[config.mk]
export PLATFORM = sky130hd
export DESIGN_NAME = spi_peripheral
export DESIGN_NICKNAME = d
export VERILOG_FILES = /design/src/rtl/spi_peripheral.sv
export SDC_FILE = /design/constraint.sdc
export NUM_CORES = 1
export LEC_CHECK = 0
export ABC_AREA = 1
export BUFFER_PORTS_ARGS = -buffer_cell sky130_fd_sc_hd__buf_2
export CAP_MARGIN = 30
export CELL_PAD_IN_SITES_DETAIL_PLACEMENT = 1
export CELL_PAD_IN_SITES_GLOBAL_PLACEMENT = 1
export CORE_MARGIN = 10
export CORE_UTILIZATION = 47
export DETAILED_ROUTE_END_ITERATION = 6
export GPL_TIMING_DRIVEN = 0
export PLACE_DENSITY_LB_ADDON = 0.1
export SLEW_MARGIN = 0
export SYNTH_ARGS = -nofsm -noshare
export SYNTH_HDL_FRONTEND = slang
export SYNTH_SLANG_ARGS = --single-unit
[constraint.sdc]
create_clock -name i_clk -period 4.15 [get_ports i_clk]
set_clock_uncertainty 0.05 [all_clocks]
set_input_delay 0.83 -clock i_clk [delete_from_list [all_inputs] [get_ports i_clk]]
set_output_delay 0.83 -clock i_clk [all_outputs]
set_load 0.02 [all_outputs]
[src/rtl/spi_peripheral.sv]
// SPI mode-0 peripheral: oversamples the controller's SCLK/CS_n/COPI in the
// i_clk domain, shifts bytes MSB-first, and exchanges them through a one-deep TX holding register.
module spi_peripheral #(
    parameter logic [7:0] IDLE_BYTE = 8'h00
) (
    input  logic       i_clk,
    input  logic       i_reset_n,
    input  logic [7:0] i_tx_byte,
    input  logic       i_tx_dv,
    output logic       o_tx_ready,
    output logic       o_rx_dv,
    output logic [7:0] o_rx_byte,
    input  logic       i_spi_clk,
    input  logic       i_spi_cs_n,
    input  logic       i_spi_copi,
    output logic       o_spi_cipo,
    output logic       o_spi_cipo_en
);

    typedef enum logic {
        IDLE,
        ACTIVE
    } state_t;

    state_t state, state_next;

    logic sclk_meta, sclk_sync, sclk_prev;
    logic cs_meta, cs_sync, cs_prev;
    logic copi_meta, copi_sync;

    logic sclk_rise, sclk_fall, cs_fall, cs_rise;
    logic load, shift_enable;

    logic [2:0] bit_cnt;
    logic [7:0] rx_shift;
    logic [7:0] tx_shift;
    logic [7:0] hold;
    logic       hold_full;

    // Presets match the bus idle levels so reset release never fakes an edge.
    always_ff @(posedge i_clk or negedge i_reset_n) begin
        if (!i_reset_n) begin
            sclk_meta <= 1'b0;
            sclk_sync <= 1'b0;
            sclk_prev <= 1'b0;
            cs_meta   <= 1'b1;
            cs_sync   <= 1'b1;
            cs_prev   <= 1'b1;
            copi_meta <= 1'b0;
            copi_sync <= 1'b0;
        end else begin
            sclk_meta <= i_spi_clk;
            sclk_sync <= sclk_meta;
            sclk_prev <= sclk_sync;
            cs_meta   <= i_spi_cs_n;
            cs_sync   <= cs_meta;
            cs_prev   <= cs_sync;
            copi_meta <= i_spi_copi;
            copi_sync <= copi_meta;
        end
    end

    assign sclk_rise = sclk_sync & ~sclk_prev;
    assign sclk_fall = ~sclk_sync & sclk_prev;
    assign cs_fall   = ~cs_sync & cs_prev;
    assign cs_rise   = cs_sync & ~cs_prev;

    always_ff @(posedge i_clk or negedge i_reset_n) begin
        if (!i_reset_n) state <= IDLE;
        else            state <= state_next;
    end

    always_comb begin
        state_next   = state;
        load         = 1'b0;
        shift_enable = 1'b0;
        case (state)
            IDLE: begin
                if (cs_fall) begin
                    state_next = ACTIVE;
                    load       = 1'b1;
                end
            end
            ACTIVE: begin
                // A deselect wins over any SCLK edge seen in the same cycle.
                if (cs_rise) begin
                    state_next = IDLE;
                end else begin
                    shift_enable = 1'b1;
                    load         = sclk_fall && (bit_cnt == 3'd0);
                end
            end
            default: state_next = IDLE;
        endcase
    end

    // Receive path: bit counter, shift-in register and completed-byte strobe.
    always_ff @(posedge i_clk or negedge i_reset_n) begin
        if (!i_reset_n) begin
            bit_cnt   <= 3'd0;
            rx_shift  <= 8'h00;
            o_rx_byte <= 8'h00;
            o_rx_dv   <= 1'b0;
        end else begin
            o_rx_dv <= 1'b0;
            if (state == IDLE && cs_fall) begin
                bit_cnt <= 3'd0;
            end else if (shift_enable && sclk_rise) begin
                rx_shift <= {rx_shift[6:0], copi_sync};
                bit_cnt  <= bit_cnt + 3'd1;
                if (bit_cnt == 3'd7) begin
                    o_rx_byte <= {rx_shift[6:0], copi_sync};
                    o_rx_dv   <= 1'b1;
                end
            end
        end
    end

    // Transmit path: shift-out register fed from the holding register.
    always_ff @(posedge i_clk or negedge i_reset_n) begin
        if (!i_reset_n) begin
            tx_shift <= 8'h00;
        end else if (load) begin
            tx_shift <= hold_full ? hold : IDLE_BYTE;
        end else if (shift_enable && sclk_fall) begin
            tx_shift <= {tx_shift[6:0], 1'b0};
        end
    end

    // A write landing on a load with an empty holder fills it for the next byte.
    always_ff @(posedge i_clk or negedge i_reset_n) begin
        if (!i_reset_n) begin
            hold      <= 8'h00;
            hold_full <= 1'b0;
        end else if (load && hold_full) begin
            hold_full <= 1'b0;
        end else if (i_tx_dv && !hold_full) begin
            hold      <= i_tx_byte;
            hold_full <= 1'b1;
        end
    end

    assign o_tx_ready    = ~hold_full;
    assign o_spi_cipo    = tx_shift[7];
    assign o_spi_cipo_en = (state == ACTIVE);

endmodule

==> run metrics <==
Finish-stage setup viols 0; post-synthesis simple-gate area fraction 0.211; Synth Area in Compound Gates 0.0818; RSZ-0062 raised after global routing no; clk sink count 45; Clock Tree Root clkbuf_8; max incr delay on CP 0.36 ns; Post-Syn Instances around 190; Reg2Reg Capture Point tx_shift[7]$_DFFE_PN0P_; Post-CTS Resized 0; crit path capture type output pin; ys flop type dfrtp_1; Layout Cells excl Fill between 200 and 300; CP Launch Type flip-flop; slowest stage cell, crit path dfrtp_1; Slew Viols, Final 0; worst path cell trace buf_2 -> inv_1 -> buf_2; Via-to-Cell Ratio 5.22; worst path arrival time 1.09 ns; count of different cell masters after synthesis 21; Reg2Reg Setup Slack 2.58 ns; Die Span X approximately 84 µm; nets@finish 235; PortBufs 25; ant diodes 0; initial antenna violation count 0; DIE AREA ~7100 µm²; Hold Path Class in2async; Hold Vio Cnt, Final 0; Post-synth EDFFs 0; first-pass GRT wire length 7460 µm; Worst Hold Margin 0.299 ns; Cell Area, Synth between 1500 and 2000 µm²; CP Max Fanout 10; max-capacitance violation count 0; Final Util 0.563; outcome finished, final reports clean; asr flop ratio synth 1.00; synthesized flop and latch total 45; worst r2r src bit_cnt[0]$_DFFE_PN0P_; post-synthesis sequential area ratio 0.582; Worst Max-Slew Pin Slew 0.301 ns; Remaining DRCs 0; pwr dens 567 nW/µm²; post-place setup slack 2.39 ns; Adder-Cell Fraction of Synth Area 0.0193; cts-stage hold buffer count 0; CP startpoint hold_full$_DFFE_PN0P_; antenna-violating nets left 0; Detail Placement HPWL 3080 µm; grt ovf 0; combinational family with the most area after synthesis simple AND/OR/NAND/NOR gates; Max-slew headroom 0.799; Top Ports 26; Placed Instances 260; YS warnings 0; Placed Area 2130 µm²; share of cells above drive strength 1 0.338; Setup Fix Bufs, Post-CTS 0; total power around 1.3 mW; number of cell rows 23; CTS H-tree depth 2; number of global-route vias before repair ~1.6k; Final period util 0.476; WS Path Type reg2out; first-pass iteration count of the detailed router 4; Area Overhead vs Synth 15.9%; xor-xnor portion of the synthesized cell area 0; f_max 507 MHz; DR iter-0 viols 72; core footprint 4000 µm²; final setup TNS 0 ns; VDD IR max about 280 µV; CTS clk-pin slew, worst paths ~0.080 ns; Final GP Congestion 0.748; mux share of post-synthesis cell area 0.0464; cell mode on critical path buf_2; gr usage total 0.128; final setup margin 2.18 ns; Final Cell Area around 2300 µm²; clock buffer depth 2; DRT Wirelength 4220 µm; Die Height 84.3 µm; wire per inst 15.7 µm; vias between 1k and 1.5k; depth of the most critical reg-to-reg path 7; CTS tree built; largest net degree at the start of global routing 46; minimum clock period slightly below 2 ns; syn nets 202; Clock Latency Late Sink 0.29 ns; leak pwr 1.17 nW; average cell area after synthesis 10.5 µm²; TritonCTS Buffers 5; Critical Path RT 3.27 ns; Starting Density 0.485
## worst max-delay path: cells and delay by family (launching register included)
| family | cells | cell delay (ns) |
|---|---|---|
| flops | 1 | 0.36 |
| buf+inv | 3 | 0.45 |
## worst max path at each step
stage	slack [ns]	to	depth (start not counted)
floorplan	2.61	o_tx_ready	2
global placement	2.44	rx_shift[6]$_DFFE_PN0P_	1
global route	2.10	o_tx_ready	3
detailed placement	2.39	o_rx_byte[5]$_DFFE_PN0P_	1
CTS	2.15	o_tx_ready	3
finish	2.18	o_tx_ready	3
## cells in the mapped netlist (2+ instances only)
cell type  instances  area share
dfrtp_1           42        0.54
ha_1               3       0.019
mux2_2             8       0.046
nand2_1           45       0.087
nand3b_1           7       0.027
buf_6              2       0.012
buf_2              2      0.0052
nor2_1             2      0.0039
nand3_1           22       0.057
o21ai_2           14       0.063
nand2_2            5       0.016
dfstp_2            3       0.041
inv_1             19       0.037
o21ai_0            4       0.010
## cells in the final DEF (no fill, tap or decap)
| master | count |
|---|---|
| clkinv_2 | 1 |
| nand3_2 | 1 |
| a21oi_4 | 1 |
| buf_4 | 1 |
| nor2_1 | 2 |
| nand4_1 | 1 |
| inv_2 | 1 |
| inv_1 | 19 |
| nand2_1 | 45 |
| nand3_4 | 1 |
| dfstp_2 | 3 |
| buf_12 | 1 |
| buf_6 | 2 |
| ha_1 | 3 |
| nand3b_1 | 7 |
| o21ai_2 | 14 |
| nor2_2 | 1 |
| o21ai_0 | 4 |
| dfrtp_1 | 42 |
| buf_2 | 27 |
| mux2_2 | 8 |
| clkbuf_8 | 7 |
| nand2_2 | 5 |
| nand3_1 | 22 |
## per-layer routing
metal	up-vias	global-route usage	share of wire
li1	667	-	-
met1	701	0.134	0.40
met2	27	0.232	0.55
met3	9	0.0386	0.037
met4	0	0.0518	0.017
met5	-	0	0
## registers in the layout (all words and copies together) (netlist names), 3 cells and up
name / flops
rx_shift: 7
o_rx_byte: 8
tx_shift: 8
bit_cnt: 3
hold: 8
## power breakdown
part | leakage, nW | switching, mW | internal, mW
Sequential | 0.569 | 0.0589 | 0.552
Clock | 0.0542 | 0.141 | 0.150
Combinational | 0.544 | 0.222 | 0.151
Total | 1.17 | 0.422 | 0.854
## cell type report
| class | instances | area [µm²] |
|---|---|---|
| Fill cell | 463 | 1750 |
| Sequential cell | 45 | 1130 |
| Multi-Input combinational cell | 115 | 697 |
| Timing Repair Buffer | 26 | 145 |
| Clock buffer | 7 | 96.3 |
| Inverter | 20 | 75.1 |
| Tap cell | 50 | 62.6 |
| Buffer | 5 | 40.0 |
| Clock inverter | 1 | 5.00 |
## cells by family after synthesis
logic type,after synthesis
multiplexers,8
buffers and inverters,25
flip-flops,45
AO/OA/AOI/OAI,19
AND/OR/NAND/NOR,85
adder cells (fa/ha/maj),3
(Power assumes the default switching activity.)
